### src/rtl/sync_fifo.sv
// Single-clock FIFO with DEPTH x DATA_WIDTH storage, registered read data and
// count-based full/empty flags. Reset is asynchronous and active-low.
module sync_fifo #(
    parameter int DATA_WIDTH = 8,
    parameter int DEPTH      = 8
) (
    input  logic [DATA_WIDTH-1:0] go_data,
    input  logic                  reset,
    input  logic                  write,
    input  logic                  read,
    input  logic                  clk,
    output logic                  full,
    output logic                  empty,
    output logic [DATA_WIDTH-1:0] get_data
);

    localparam int AW = $clog2(DEPTH);
    localparam logic [AW:0]   FULL_COUNT = (AW+1)'(DEPTH);
    localparam logic [AW:0]   CNT_ZERO   = '0;
    localparam logic [AW:0]   CNT_ONE    = (AW+1)'(1);
    localparam logic [AW-1:0] PTR_ONE    = AW'(1);

    logic [DATA_WIDTH-1:0] mem_r [DEPTH];
    logic [AW-1:0]         wr_ptr_r;
    logic [AW-1:0]         rd_ptr_r;
    logic [AW:0]           count_r;
    logic [DATA_WIDTH-1:0] get_data_r;
    logic                  full_s;
    logic                  empty_s;
    logic                  wr_en_s;
    logic                  rd_en_s;

    // Flag decode and accept qualification; a read frees a slot on the same
    // edge, so a write while full is accepted only alongside a read.
    always_comb begin
        full_s  = (count_r == FULL_COUNT);
        empty_s = (count_r == CNT_ZERO);
        rd_en_s = read & ~empty_s;
        wr_en_s = write & (~full_s | read);
    end

    // Storage array: no reset, contents are only observed after being written.
    always_ff @(posedge clk) begin
        if (wr_en_s) begin
            mem_r[wr_ptr_r] <= go_data;
        end
    end

    // Pointers, occupancy count and registered read data.
    always_ff @(posedge clk or negedge reset) begin
        if (!reset) begin
            wr_ptr_r   <= '0;
            rd_ptr_r   <= '0;
            count_r    <= '0;
            get_data_r <= '0;
        end else begin
            if (wr_en_s) begin
                wr_ptr_r <= wr_ptr_r + PTR_ONE;
            end
            if (rd_en_s) begin
                rd_ptr_r   <= rd_ptr_r + PTR_ONE;
                get_data_r <= mem_r[rd_ptr_r];
            end
            case ({wr_en_s, rd_en_s})
                2'b10:   count_r <= count_r + CNT_ONE;
                2'b01:   count_r <= count_r - CNT_ONE;
                default: count_r <= count_r;
            endcase
        end
    end

    assign full     = full_s;
    assign empty    = empty_s;
    assign get_data = get_data_r;

endmodule

### config.mk
export PLATFORM = sky130hd
export DESIGN_NAME = sync_fifo
export DESIGN_NICKNAME = d
export VERILOG_FILES = /design/src/rtl/sync_fifo.sv
export SDC_FILE = /design/constraint.sdc
export NUM_CORES = 1
export LEC_CHECK = 0
export BUFFER_PORTS_ARGS = -buffer_cell sky130_fd_sc_hd__buf_2
export CAP_MARGIN = 0
export CORE_ASPECT_RATIO = 1.5
export CORE_MARGIN = 2
export CORE_UTILIZATION = 30
export DETAILED_ROUTE_END_ITERATION = 8
export GPL_TIMING_DRIVEN = 1
export PLACE_DENSITY_LB_ADDON = 0.3
export SLEW_MARGIN = 15
export SYNTH_ARGS = -nofsm -noshare
export SYNTH_HDL_FRONTEND = slang
export SYNTH_SLANG_ARGS = --single-unit
export TNS_END_PERCENT = 30
### constraint.sdc
create_clock -name clk -period 4.6 [get_ports clk]
set_input_delay 0.92 -clock clk [delete_from_list [all_inputs] [get_ports clk]]
set_output_delay 0.92 -clock clk [all_outputs]
set_load 0.01 [all_outputs]
==> results of run 1 <==
==> final timing paths <==
path	from	end	slack, ns
max in group asynchronous	reset	rd_ptr_r[1]	3.81
setup reg to reg	count_r[1]	count_r[3]	1.55
hold reg to reg	get_data[6]	get_data[6]	0.47
min in group asynchronous	reset	wr_ptr_r[2]	0.51
setup / recovery	count_r[1]	count_r[3]	1.55
hold / removal	get_data[6]	get_data[6]	0.47
==> cells in the mapped netlist, drive strengths merged <==
library cell,number,area (µm²)
a21oi,1,5.00
a221o,8,80.1
buf,6,46.3
clkbuf,2,7.51
clkinv,1,8.76
dfrtp,18,450
edfxtp,64,1920
fa,1,20.0
ha,5,62.6
inv,7,26.3
mux2,16,180
mux2i,17,170
nand2,21,81.3
nand2b,4,25.0
nand4b,1,8.76
nor2,4,15.0
nor2b,1,6.26
nor3,5,25.0
nor3b,1,7.51
nor4,3,18.8
o21a,1,15.0
o21ai,11,55.1
o22ai,8,50.1
o311ai,1,8.76
o41ai,1,27.5
or3,1,6.26
or4b,1,10.0
xnor2,5,43.8
xor2,1,8.76
==> flip-flops by register name, indices dropped and copies added (netlist names) <==
signal    flops
count_r       4
rd_ptr_r      3
get_data      8
wr_ptr_r      3
mem_r        64
==> where the power goes <==
group / switching, mW / leakage, nW / internal [mW]
clock: 0.268 / 0.152 / 0.471
sequential: 0.105 / 0.796 / 0.971
combinational: 0.423 / 0.518 / 0.328
total: 0.796 / 1.47 / 1.77
==> kinds of logic (layout without fill, tap and decap cells) <==
logic type,count (synthesis),count (layout),synth area share
flip-flops,82,82,0.699
buffers and inverters,16,49,0.0262
AND/OR/NAND/NOR,42,42,0.0601
AO/OA/AOI/OAI,31,31,0.0712
XOR/XNOR,6,6,0.0155
adder cells (fa/ha/maj),6,6,0.0243
multiplexers,33,33,0.103
==> critical path: stages, from the launching register on <==
cell and delay (ns):
dfrtp_1 0.44, o41ai_4 0.90, inv_1 0.18, ha_1 0.33, ha_1 0.31, a21oi_1 0.23, o21ai_0 0.14, o311ai_0 0.39
==> routing by layer <==
| metal | GRT usage | part of all wire |
|---|---|---|
| met5 | 0 | 0 |
| met4 | 0.0758 | 0.030 |
| met3 | 0.0242 | 0.028 |
| met2 | 0.200 | 0.54 |
| met1 | 0.122 | 0.41 |
==> final cells by class <==
| class | instances | area share |
|---|---|---|
| clock buffers | 10 | 0.0575 |
| clock inverters | 6 | 0.0204 |
| inverters | 8 | 0.00879 |
| multi-input cells | 118 | 0.238 |
| flip-flops and latches | 82 | 0.595 |
| well taps | 147 | 0.0462 |
| repair buffers | 25 | 0.0339 |
==> per-stage QoR <==
stage | setup slack [ns] | power (mW)
3_3_place_gp | 1.74 | 1.84
3_5_place_dp | 1.57 | 1.86
4_1_cts | 1.55 | 2.61
6_report | 1.55 | 2.57
2_1_floorplan | 2.12 | 1.64
5_1_grt | 1.34 | 2.73
==> flow_summary_export.csv, run 1 <==
group,metric,value,unit
routing,via_per_inst,4.59,
sta,setup_violations,0,
placed_design,port-buffer-count,21,
global_route,grt_pass1_wl,10000,µm
die,coreArea,11100,µm²
placed_design,place_inst,380,
logic_synthesis,ys_ff_latch,82,
routing,wirelength,6280,µm
critical_path,required,4.80,ns
logic_synthesis,avgSynthCellArea,15.7,µm²
die,die_y,134,µm
sta,post-route-period-util,0.663,
sta,finalMaxSlewViolations,0,
placed_design,gp_congestion,0.732,
clock_network,post_cts_resized,0,
routing,dr.pass1.iters,4,
sta,slew_headroom,0.327,
final_layout,finalInstanceArea,3980,µm²
worst_hold_path,min_path_type,"reg2reg",
power,power_density,644,nW/µm²
logic_synthesis,yosysWarnings,0,
clock_network,cts_max_level,3,
logic_synthesis,syn_area,3390,µm²
routing,drtIter0Drc,77,
routing,drt.antenna.violating_nets,0,
die,io_pins,22,
clock_network,tritoncts,"yes",
sta,fin_hold_ws,0.475,ns
logic_synthesis,yosysUniqueCellTypes,34,
sta,worst_clock_skew,0.00411,ns
global_route,grt_max_degree,35,
status,run_status,"complete, no violations",
critical_path,critPathKind,"reg2reg",
final_layout,n_antenna_cell,0,
flow_run,cap_violations,0,
placed_design,place_area,3670,µm²
clock_network,cts-root-buf,"clkbuf_16",
logic_synthesis,syn_inst,216,
sta,min_period,3.05,ns
final_layout,finish.utilization,0.360,
final_layout,final_cells,396,
routing,drc,0,
sta,max_freq,328,MHz
critical_path,worst-endpoint-arrival,3.25,ns
critical_path,end_kind,"flip-flop",
clock_network,hold_buffers,0,
final_layout,regArea,2370,µm²
global_route,grt-ovfl-total,0,
routing,routedWlPerCell,15.8,µm
global_route,grt_pass1_vias,1889,
final_layout,multiInputGateArea,947,µm²
clock_network,cts_num_sinks,82,
logic_synthesis,synthesis.nets,234,
final_layout,mostFrequentLayoutCell,"edfxtp_1",
final_layout,nFillCells,1092,
sta,fin_setup_tns,0,ns
die,placementRows,47,
clock_network,cts_post_setup_buffers_inserted,0,
clock_network,clk_path_buf_depth,2,
global_route,antenna_found_initial,0,
global_route,grt_usage,0.114,
critical_path,startpoint_type,"flip-flop",
routing,vias,1819,
final_layout,area_delta_synth_final,17.4,%
final_layout,layout.nets,262,
sta,tightest_slew,1.01,ns
clock_network,clk_pin_slew,0.06,ns
final_layout,drive_gt1_frac,0.245,
logic_synthesis,yosysSeqAreaShare,0.699,
power,p_leak,1.47,nW
clock_network,cts_buffers,9,
placed_design,hpwl,4090,µm
sta,rsz0062_at_grt,"no",
final_layout,final_cell_mix,"edfxtp_1, buf_2, nand2_1",
die,start_util,0.307,
die,die_area,12200,µm²
die,die_w,90.8,µm
critical_path,reg2reg_depth,7,
power,ir_worst_vdd,0.000227,V
clock_network,clock_latency,0.34,ns
sta,hold_viol_final,0,
worst_hold_path,hold_path_depth,2,
critical_path,cp_max_fo,19,
No activity file was read; power rests on OpenSTA's default activity.
==> inputs of run 2 (changes only) <==
- clock period: 4.6 -> 3 ns (I/O delays scaled with it)
==> run 2 against run 1 <==
  * Global-route usage grew 0.19 points
  * Non-clock buffer count grew 7
  * Via count grew 2.9%
  * Critical endpoint unchanged
  * Maximum frequency grew 13%
  * Largest cell class unchanged
==> flow_summary_export.csv, run 2 (synthesis results as in run 1) <==
group,metric,value,unit
critical_path,cp-endpoint,"count_r[3]",
die,io_pins,22,
final_layout,area_delta_synth_final,17.3,%
routing,drtIter0Drc,68,
critical_path,reg2reg_from,"count_r[0]",
critical_path,cp_max_fo,8,
power,ir_worst_vdd,0.000262,V
sta,worst_clock_skew,0.00402,ns
clock_network,cts_num_sinks,82,
critical_path,reg2reg_depth,8,
routing,routedWlPerCell,16.3,µm
global_route,grt_usage,0.115,
routing,vias,1872,
routing,drc,0,
critical_path,worst-endpoint-arrival,2.93,ns
clock_network,clock_latency,0.33,ns
final_layout,largest_register,"mem_r",
final_layout,drive_gt1_frac,0.258,
critical_path,worstReg2RegEnd,"count_r[3]",
placed_design,hpwl,4270,µm
final_layout,regArea,2370,µm²
die,coreArea,11100,µm²
die,die_w,90.8,µm
global_route,grt-ovfl-total,0,
power,swShare,0.324,
critical_path,rrSetupSlack,0.29,ns
placed_design,port-buffer-count,21,
sta,min_period,2.71,ns
die,start_util,0.307,
global_route,antenna_found_initial,0,
power,p_leak,1.47,nW
flow_run,cap_violations,0,
sta,fin_setup_tns,0,ns
power,power.share.clock,0.252,
global_route,grt_pass1_vias,1924,
placed_design,dp_slack,0.288,ns
worst_hold_path,min_path_type,"in2async",
sta,rsz0062_at_grt,"no",
sta,setup_violations,0,
die,die_y,134,µm
sta,worst_slack,0.292,ns
critical_path,end_kind,"flip-flop",
clock_network,post_cts_resized,0,
final_layout,nFillCells,1090,
critical_path,critPathKind,"reg2reg",
sta,fin_hold_ws,0.191,ns
clock_network,hold_buffers,0,
routing,drt.antenna.violating_nets,0,
routing,via_per_inst,4.65,
status,run_status,"complete, no violations",
clock_network,cts_post_setup_buffers_inserted,0,
final_layout,layout.nets,269,
power,power_density,953,nW/µm²
power,sequentialPowerShare,0.436,
die,die_area,12200,µm²
sta,max_freq,369,MHz
sta,hold_viol_final,0,
sta,finalMaxSlewViolations,0,
sta,post-route-period-util,0.903,
die,placementRows,47,
power,power_switching,1.23,mW
critical_path,required,3.22,ns
global_route,grt_pass1_wl,10300,µm
routing,dr.pass1.iters,6,
final_layout,multiInputGateArea,937,µm²
clock_network,tritoncts,"yes",
power,combPwrFrac,0.312,
routing,wirelength,6560,µm
clock_network,cts-root-buf,"clkbuf_16",
critical_path,crit_start,"count_r[0]",
final_layout,n_antenna_cell,0,
final_layout,final_cell_mix,"edfxtp_1, buf_2, nand2_1",
clock_network,cts_max_level,3,
clock_network,clk_pin_slew,0.06,ns
final_layout,mostFrequentLayoutCell,"edfxtp_1",
clock_network,cts_buffers,9,
final_layout,largest_register_ff_count,64,
sta,tightest_slew,0.804,ns
power,internal-power,2.56,mW
power,total_power,3.79,mW
placed_design,gp_congestion,0.770,
critical_path,startpoint_type,"flip-flop",
global_route,grt_max_degree,35,
clock_network,clk_path_buf_depth,2,
sta,slew_headroom,0.463,
## run 2: cell count changes in the layout (fill, tap and decap cells not counted), moves of 2 or more
cell        change
buf_4           +7
bufinv_16       -2
clkinvlp_4      +2
nor3_1          +2
nor3_2          -2
## run 2: final cells by class
type | count | area share
Multi-Input combinational cell | 118 | 0.236
Sequential cell | 82 | 0.596
Clock buffer | 9 | 0.0566
Timing Repair Buffer | 32 | 0.0472
Clock inverter | 7 | 0.00912
Inverter | 8 | 0.00881
Tap cell | 147 | 0.0462
## run 2: per-layer routing
layer  GRT usage  wire [µm]
met1       0.129       2820
met2       0.206       3440
met3      0.0253        157
met4      0.0606        135
met5           0          0
## run 2: how the worst min path moves through the flow
stage                     start          end  slack [ns]  cells past startpoint
floorplan                 reset   count_r[0]        0.30                      0
global placement    get_data[4]  get_data[4]        0.46                      2
detailed placement  get_data[4]  get_data[4]        0.47                      2
CTS                       reset  wr_ptr_r[2]        0.20                      1
global route              reset  wr_ptr_r[2]        0.21                      1
finish                    reset  wr_ptr_r[2]        0.19                      1
## run 2: metrics by stage
| step | utilization | instances | area [µm²] |
|---|---|---|---|
| 2_1_floorplan | - | 216 | 3390 |
| 3_3_place_gp | 0.336 | 387 | 3720 |
| 3_5_place_dp | 0.336 | 387 | 3720 |
| 4_1_cts | 0.360 | 403 | 3980 |
| 5_1_grt | 0.360 | 403 | 3980 |
| 6_report | 0.360 | 403 | 3980 |
## run 2: worst max-delay path, stage by stage, from the launching register on
cell and delay (ns):
dfrtp_1 0.46, or4b_1 0.59, o21a_4 0.25, clkinv_4 0.07, ha_1 0.29, ha_1 0.28
a21oi_1 0.21, o21ai_0 0.13, o311ai_0 0.31
## run 2: power groups by stage
stage | Combinational (mW) | Clock, mW | Sequential (mW)
2_1_floorplan | 0.840 | 0 | 1.67
3_3_place_gp | 1.19 | 0 | 1.66
3_5_place_dp | 1.21 | 0 | 1.68
4_1_cts | 1.21 | 0.985 | 1.66
5_1_grt | 1.31 | 1.03 | 1.68
6_report | 1.18 | 0.957 | 1.65
